$ cat config.mk
export PLATFORM = sky130hd
export DESIGN_NAME = id_ex_stage
export DESIGN_NICKNAME = d
export VERILOG_FILES = /design/src/rtl/id_ex_stage.sv
export SDC_FILE = /design/constraint.sdc
export NUM_CORES = 1
export LEC_CHECK = 0
export BUFFER_PORTS_ARGS = -buffer_cell sky130_fd_sc_hd__buf_4
export CAP_MARGIN = 30
export CORE_AREA = 5 5 245 247
export DETAILED_ROUTE_END_ITERATION = 12
export DIE_AREA = 0 0 250 252
export PLACE_DENSITY = 0.36
export SYNTH_ARGS = -nofsm -noshare
export SYNTH_HDL_FRONTEND = slang
export SYNTH_SLANG_ARGS = --single-unit
$ cat constraint.sdc
create_clock -name clk -period 2.65 [get_ports clk]
set_input_delay 0.3975 -clock clk [delete_from_list [all_inputs] [get_ports clk]]
set_output_delay 0.3975 -clock clk [all_outputs]
set_load 0.03 [all_outputs]
$ cat src/rtl/id_ex_stage.sv
// id_ex_stage: ID/EX pipeline register for the five-stage RV64 core.
// It also contains the load-use hazard detector, the EX-stage forwarding
// selects and a saturating stall-cycle counter.
//
// Ports:
//   clk, reset           rising-edge clock, synchronous active-high reset
//   id_*                 decoded operands, indices, fields and control from ID
//   flush                branch taken in EX; EX receives a bubble
//   mem_RegWrite/mem_rd  EX/MEM destination, used for forwarding
//   wb_RegWrite/wb_rd    MEM/WB destination, used for forwarding
//   ex_*                 registered copies of the id_* inputs, plus ex_valid
//   forwardA/forwardB    operand source: 00 regfile, 10 EX/MEM, 01 MEM/WB
//   stall                load-use hazard (suppressed by flush)
//   pc_write/if_id_write front-end enables, low while stalling
//   stall_count          saturating count of stall cycles
module id_ex_stage #(
  parameter int unsigned XLEN = 64,
  parameter int unsigned CNTW = 32
) (
  input  logic            clk,
  input  logic            reset,
  input  logic            id_valid,
  input  logic [XLEN-1:0] id_pc,
  input  logic [XLEN-1:0] id_rs1_data,
  input  logic [XLEN-1:0] id_rs2_data,
  input  logic [XLEN-1:0] id_imm,
  input  logic [4:0]      id_rs1,
  input  logic [4:0]      id_rs2,
  input  logic [4:0]      id_rd,
  input  logic [2:0]      id_funct3,
  input  logic [6:0]      id_funct7,
  input  logic [1:0]      id_ALUop,
  input  logic            id_ALUSrc,
  input  logic            id_MemRead,
  input  logic            id_MemWrite,
  input  logic            id_RegWrite,
  input  logic            id_MemtoReg,
  input  logic            id_Branch,
  input  logic            flush,
  input  logic            mem_RegWrite,
  input  logic [4:0]      mem_rd,
  input  logic            wb_RegWrite,
  input  logic [4:0]      wb_rd,
  output logic            ex_valid,
  output logic [XLEN-1:0] ex_pc,
  output logic [XLEN-1:0] ex_rs1_data,
  output logic [XLEN-1:0] ex_rs2_data,
  output logic [XLEN-1:0] ex_imm,
  output logic [4:0]      ex_rs1,
  output logic [4:0]      ex_rs2,
  output logic [4:0]      ex_rd,
  output logic [2:0]      ex_funct3,
  output logic [6:0]      ex_funct7,
  output logic [1:0]      ex_ALUop,
  output logic            ex_ALUSrc,
  output logic            ex_MemRead,
  output logic            ex_MemWrite,
  output logic            ex_RegWrite,
  output logic            ex_MemtoReg,
  output logic            ex_Branch,
  output logic [1:0]      forwardA,
  output logic [1:0]      forwardB,
  output logic            stall,
  output logic            pc_write,
  output logic            if_id_write,
  output logic [CNTW-1:0] stall_count
);

  typedef struct packed {
    logic            valid;
    logic [XLEN-1:0] pc;
    logic [XLEN-1:0] rs1_data;
    logic [XLEN-1:0] rs2_data;
    logic [XLEN-1:0] imm;
    logic [4:0]      rs1;
    logic [4:0]      rs2;
    logic [4:0]      rd;
    logic [2:0]      funct3;
    logic [6:0]      funct7;
    logic [1:0]      alu_op;
    logic            alu_src;
    logic            mem_read;
    logic            mem_write;
    logic            reg_write;
    logic            mem_to_reg;
    logic            branch;
  } ex_reg_t;

  ex_reg_t         ex_q, ex_d;
  logic [CNTW-1:0] cnt_q, cnt_d;
  logic            hz;

  // Load in EX whose destination is a source of the instruction in ID.
  assign hz = ex_q.valid & ex_q.mem_read & (ex_q.rd != 5'd0) & id_valid &
              ((ex_q.rd == id_rs1) | (ex_q.rd == id_rs2));

  assign stall       = hz & ~flush;
  assign pc_write    = ~stall;
  assign if_id_write = ~stall;

  function automatic logic [1:0] fwd_sel(input logic [4:0] rs,
                                         input logic       m_we,
                                         input logic [4:0] m_rd,
                                         input logic       w_we,
                                         input logic [4:0] w_rd);
    logic [1:0] sel;
    sel = 2'b00;
    if (m_we && (m_rd != 5'd0) && (m_rd == rs))
      sel = 2'b10;
    else if (w_we && (w_rd != 5'd0) && (w_rd == rs))
      sel = 2'b01;
    return sel;
  endfunction

  assign forwardA = fwd_sel(ex_q.rs1, mem_RegWrite, mem_rd, wb_RegWrite, wb_rd);
  assign forwardB = fwd_sel(ex_q.rs2, mem_RegWrite, mem_rd, wb_RegWrite, wb_rd);

  always_comb begin
    ex_d = '0;
    if (!(flush || stall)) begin
      ex_d.valid    = id_valid;
      ex_d.pc       = id_pc;
      ex_d.rs1_data = id_rs1_data;
      ex_d.rs2_data = id_rs2_data;
      ex_d.imm      = id_imm;
      ex_d.rs1      = id_rs1;
      ex_d.rs2      = id_rs2;
      ex_d.rd       = id_rd;
      ex_d.funct3   = id_funct3;
      ex_d.funct7   = id_funct7;
      // An invalid ID slot enters EX with every control bit cleared.
      if (id_valid) begin
        ex_d.alu_op     = id_ALUop;
        ex_d.alu_src    = id_ALUSrc;
        ex_d.mem_read   = id_MemRead;
        ex_d.mem_write  = id_MemWrite;
        ex_d.reg_write  = id_RegWrite;
        ex_d.mem_to_reg = id_MemtoReg;
        ex_d.branch     = id_Branch;
      end
    end
  end

  always_comb begin
    cnt_d = cnt_q;
    if (stall && (cnt_q != '1))
      cnt_d = cnt_q + CNTW'(1);
  end

  always_ff @(posedge clk) begin
    if (reset) begin
      ex_q  <= '0;
      cnt_q <= '0;
    end else begin
      ex_q  <= ex_d;
      cnt_q <= cnt_d;
    end
  end

  assign ex_valid    = ex_q.valid;
  assign ex_pc       = ex_q.pc;
  assign ex_rs1_data = ex_q.rs1_data;
  assign ex_rs2_data = ex_q.rs2_data;
  assign ex_imm      = ex_q.imm;
  assign ex_rs1      = ex_q.rs1;
  assign ex_rs2      = ex_q.rs2;
  assign ex_rd       = ex_q.rd;
  assign ex_funct3   = ex_q.funct3;
  assign ex_funct7   = ex_q.funct7;
  assign ex_ALUop    = ex_q.alu_op;
  assign ex_ALUSrc   = ex_q.alu_src;
  assign ex_MemRead  = ex_q.mem_read;
  assign ex_MemWrite = ex_q.mem_write;
  assign ex_RegWrite = ex_q.reg_write;
  assign ex_MemtoReg = ex_q.mem_to_reg;
  assign ex_Branch   = ex_q.branch;
  assign stall_count = cnt_q;

endmodule
# [Word-level counts from Yosys, hierarchy flattened]
# Index checks and enable logic that the tools add are counted.
[classes] reduce_logical=13 eq_ne=7 add_sub_neg=1 bitwise=9 mux=4
[op_table] operator="32-bit by 1-bit adder with 32-bit output, second input constant" n=1
[op_table] operator="32-bit != test, second input constant" n=1
[op_table] operator="5-bit == test" n=6
[op_table] operator="5-bit nonzero test" n=3
[op_table] operator="1-bit logical AND" n=7
[op_table] operator="1-bit AND" n=5
[op_table] operator="2-bit two-way mux" n=2
[op_table] operator="1-bit NOT" n=3
[op_table] operator="3-bit OR reduction" n=1
[op_table] operator="1-bit two-way mux" n=2
[op_table] operator="2-bit OR reduction" n=1
[op_table] operator="1-bit logical OR" n=1
[op_table] operator="1-bit OR" n=1
[word_totals] output_inout_bits=329 reg_bits=322 inputBits=305 word_cells=52

# [Logic depth before layout (Yosys ltp)]
[depth] depth_word=7 mapped_depth=9

# [Worst setup path before layout]
# No wires, ideal clock.
[synth_timing] path_kind="in2out" startpoint="input port mem_rd[1]" endpoint="output port forwardA[0]" path_buffers=0 slack_ps=-82 cell_stages=4 arrival_ps=2335 required_ps=2253 cell_sequence="or4_1 -> o21ai_0 -> nor4_1 -> nor4_1"
[synth_via] elab_chain_len=4
[synth_rtl] item="from (decl)" line="41" source="input logic [4:0] mem_rd,"
[synth_rtl] item="5-bit nonzero test" line="108" source="if (m_we && (m_rd != 5'd0) && (m_rd == rs))"
[synth_rtl] item="1-bit logical AND" line="108"
[synth_rtl] item="1-bit logical AND (*)" line="108"
[synth_rtl] item="2-bit two-way mux (*)" line="108"
[synth_rtl] item="to (decl)" line="61" source="output logic [1:0] forwardA,"
# Every way passes the cells marked *; elsewhere a longest branch is shown, timed or not.

# [Worst setup path after layout]
[layout_timing] startpoint="register ex_q (netlist bit ex_rd[1])" endpoint="output port stall"
[layout_via] elab_chain_len=5
[layout_rtl] item="from (decl)" line="89" source="ex_reg_t ex_q, ex_d;"
[layout_rtl] item="from (signal assigned)" line="152" source="ex_q <= '0;"
[layout_rtl] item="from (signal assigned)" line="155" source="ex_q <= ex_d;"
[layout_rtl] item="5-bit nonzero test" line="94" source="assign hz = ex_q.valid & ex_q.mem_read & (ex_q.rd != 5'd0) & id_valid &"
[layout_rtl] item="1-bit AND (2 in series)" line="94"
[layout_rtl] item="1-bit AND (*)" line="94"
[layout_rtl] item="1-bit AND (*)" line="97" source="assign stall = hz & ~flush;"
[layout_rtl] item="to (decl)" line="63" source="output logic stall,"
# Marks and branches as above.

==> flow_summary.toml <==
[hold_path]
hold_path_class = "primary input to flop"

[floorplanning]
die-area_um2 = 63000
io_pins = 634
row_count = 88
core_area_um2 = 57370
die_w_um = 250
initial_utilization_pct = 17.14
die_y_um = 252

[timing]
relSlewSlack_pct = 66.32
finalSetupViolations = 0
finalSetupTns_ns = 0
post-route-min-period_ns = 2.504
report.final.slew_viol_count = 0
setup_slack_ns = 0.1458
hold_viol_final = 0
fmax_ghz = 0.3993
skew_ns = 0.01378
whs_ns = 0.04789
rsz0062_at_grt = "no"
worst_pin_slew_ns = 0.5005
fin_crit_sh_pct = 94.50

[detailed_routing]
drt-total-wl_um = 43350
ant_nets = 0
wl_per_cell_um = 18.64
vias = 8369
drtIter0Drc = 309
vias_per_cell = 3.598
firstDrtPassIters = 6
drc = 0

[power_and_ir_drop]
p_total_w = 0.01178
pwr_density_cell_nw_per_um2 = 690.1
p_leak_nw = 7.880
peakVddDrop_uv = 454.1

[global_route]
grt_overflow_total = 0
grt_pass1_wl_um = 60120
antenna_found_initial = 4
grt_max_degree = 100
first_global_vias = 8405
grt_usage_pct = 12.80

[setup_path]
critPathLaunchType = "flop"
arrival_ns = 2.11
slowest_stage = "or4_4"
endpoint_kind = "output port"
max_stage_delay_ns = 0.56
crit_fanout = 4
cp_data_required_time_ns = 2.25
crit_type = "flop to output port"
path_cells = "or4_4 -> o2111ai_4 -> nor2_4 -> nand2_4 -> inv_2 -> buf_4"
critPathTopFamily = "simple AND/OR/NAND/NOR gates"
r2r_slack_ns = 0.30
cp_num_buf_inv = 2

[synthesis]
async_flop_share_pct = 0
yosys-top-cells-area = "dfxtp_1 66%, and2_1 18%, xnor2_1 1.4%"
yosysTopAreaCellShare_pct = 65.57
synth-seq-cells = 322
ys.flop_type = "dfxtp_1"
synth.most_common_cell = "dfxtp_1"
synth_warnings = 0
ys_seq_area_share_pct = 65.57
yosysTopAreaCell = "dfxtp_1"
ys_types = 43
syn_avg_cell_area_um2 = 11.40
synth_nets = 1168
syn_inst = 862
synth-edff-count = 0
syn-cell-area_um2 = 9831
synth_common_cells = "322 x dfxtp_1, 282 x and2_1, 25 x a21oi_1, 22 x clkbuf_1, 17 x or4_1"

[clocking]
htreeDepth = 2
clock-sinks = 322
insertion_delay_ns = 0.55
cts_root_buffer = "clkbuf_16"
clockBufferDepth = 3
cts_tree = "yes"
cts.clk_slew.worst_paths_ns = 0.06
numCtsBuffers = 40

[final_layout]
fin_nets = 1834
regArea_um2 = 6447
fill_cells = 6051
multi_input_area_um2 = 3186
syn2layout_area_growth_pct = 73.58
drive_gt1_share_pct = 46.95

[placement]
hpwlAfterDp_um = 34200
dp_worst_setup_slack_ns = 0.2669
io_buffers = 633
place_congestion = 0.7946

[run_status]
status = "complete, no violations"

[job]
max_cap_violations = 0
-- layer usage --
layer | part of all wire (%) | routed length, um | global-route usage [%]
met5 | 0.095 | 41 | 0
met4 | 1.9 | 816 | 3.789
met3 | 9.9 | 4281 | 5.566
met2 | 53 | 22990 | 23.46
met1 | 35 | 15220 | 13.32
-- layout by cell type (no fill, tap or decap), types with 13 or more instances in the layout --
| cell type | n |
|---|---|
| xnor2_1 | 16 |
| o31ai_1 | 13 |
| clkbuf_16 | 41 |
| dfxtp_1 | 321 |
| xor2_1 | 15 |
| a21oi_1 | 25 |
| or4_1 | 16 |
| dlygate4sd3_1 | 22 |
| and2_1 | 282 |
| buf_4 | 642 |
| nand3_1 | 15 |
-- sequential cells by signal, indices dropped and copies added (netlist names) --
signal	count
ex_MemRead	1
ex_rs2_data	64
ex_imm	64
ex_Branch	1
ex_rd	5
stall_count	32
ex_MemtoReg	1
ex_MemWrite	1
ex_rs1_data	64
ex_RegWrite	1
ex_rs2	5
ex_pc	64
ex_rs1	5
ex_funct3	3
ex_funct7	7
ex_ALUSrc	1
ex_valid	1
ex_ALUop	2
-- path summary, 6_finish.rpt --
kind                                start  cells past startpoint                            to
max                   ex_rd[1]$_SDFF_PP0_                      6                         stall
min                       id_rs1_data[37]                      2    ex_rs1_data[37]$_SDFF_PP0_
max reg2reg           ex_rd[1]$_SDFF_PP0_                      7    ex_rs2_data[19]$_SDFF_PP0_
min reg2reg  stall_count[25]$_SDFFE_PP0P_                      2  stall_count[25]$_SDFFE_PP0P_
-- area by class of cell --
type                            instances  area share (%)
Antenna cell                            2         0.02933
Clock inverter                         11          0.5279
Inverter                                9          0.1980
Tap cell                              765           5.609
Clock buffer                           62           7.178
Sequential cell                       322           37.78
Multi-Input combinational cell        487           18.67
Timing Repair Buffer                  668           30.00
-- stage by stage --
step                      cells  area, um^2  utilization, %
after CTS                  2324       17040           29.71
after detailed placement   2227       15480           26.98
after global placement     2227       15480           26.98
after global routing       2325       17060           29.74
after floorplan             862        9843               -
final                      2326       17060           29.75
-- power breakdown --
group / leakage [nW] / internal, W / switching (W) / total (W)
sequential: 2.64 / 0.00502 / 0.0000614 / 0.00508
combinational: 4.59 / 0.000635 / 0.000654 / 0.00129
clock: 0.653 / 0.00328 / 0.00213 / 0.00541
-- timing repair --
| item | 4_1_cts | 5_1_grt |
|---|---|---|
| pin swaps | 3 | 0 |
| resized for setup | 5 | 3 |
| buffers inserted | 2 | 0 |
| endpoints found under the hold margin | 22 | 0 |
| hold buffers | 22 | 0 |
| endpoints found under the setup margin | 3 | 2 |
-- cell families after synthesis --
kind of cell	after synthesis	synth area share (%)
AND/OR/NAND/NOR	394	25.00
XOR/XNOR	31	2.762
flip-flops	322	65.57
adder cells (fa/ha/maj)	1	0.1273
buffers and inverters	53	2.520
multiplexers	5	0.5473
AO/OA/AOI/OAI	56	3.475
No activity file was read; power rests on OpenSTA's default activity.
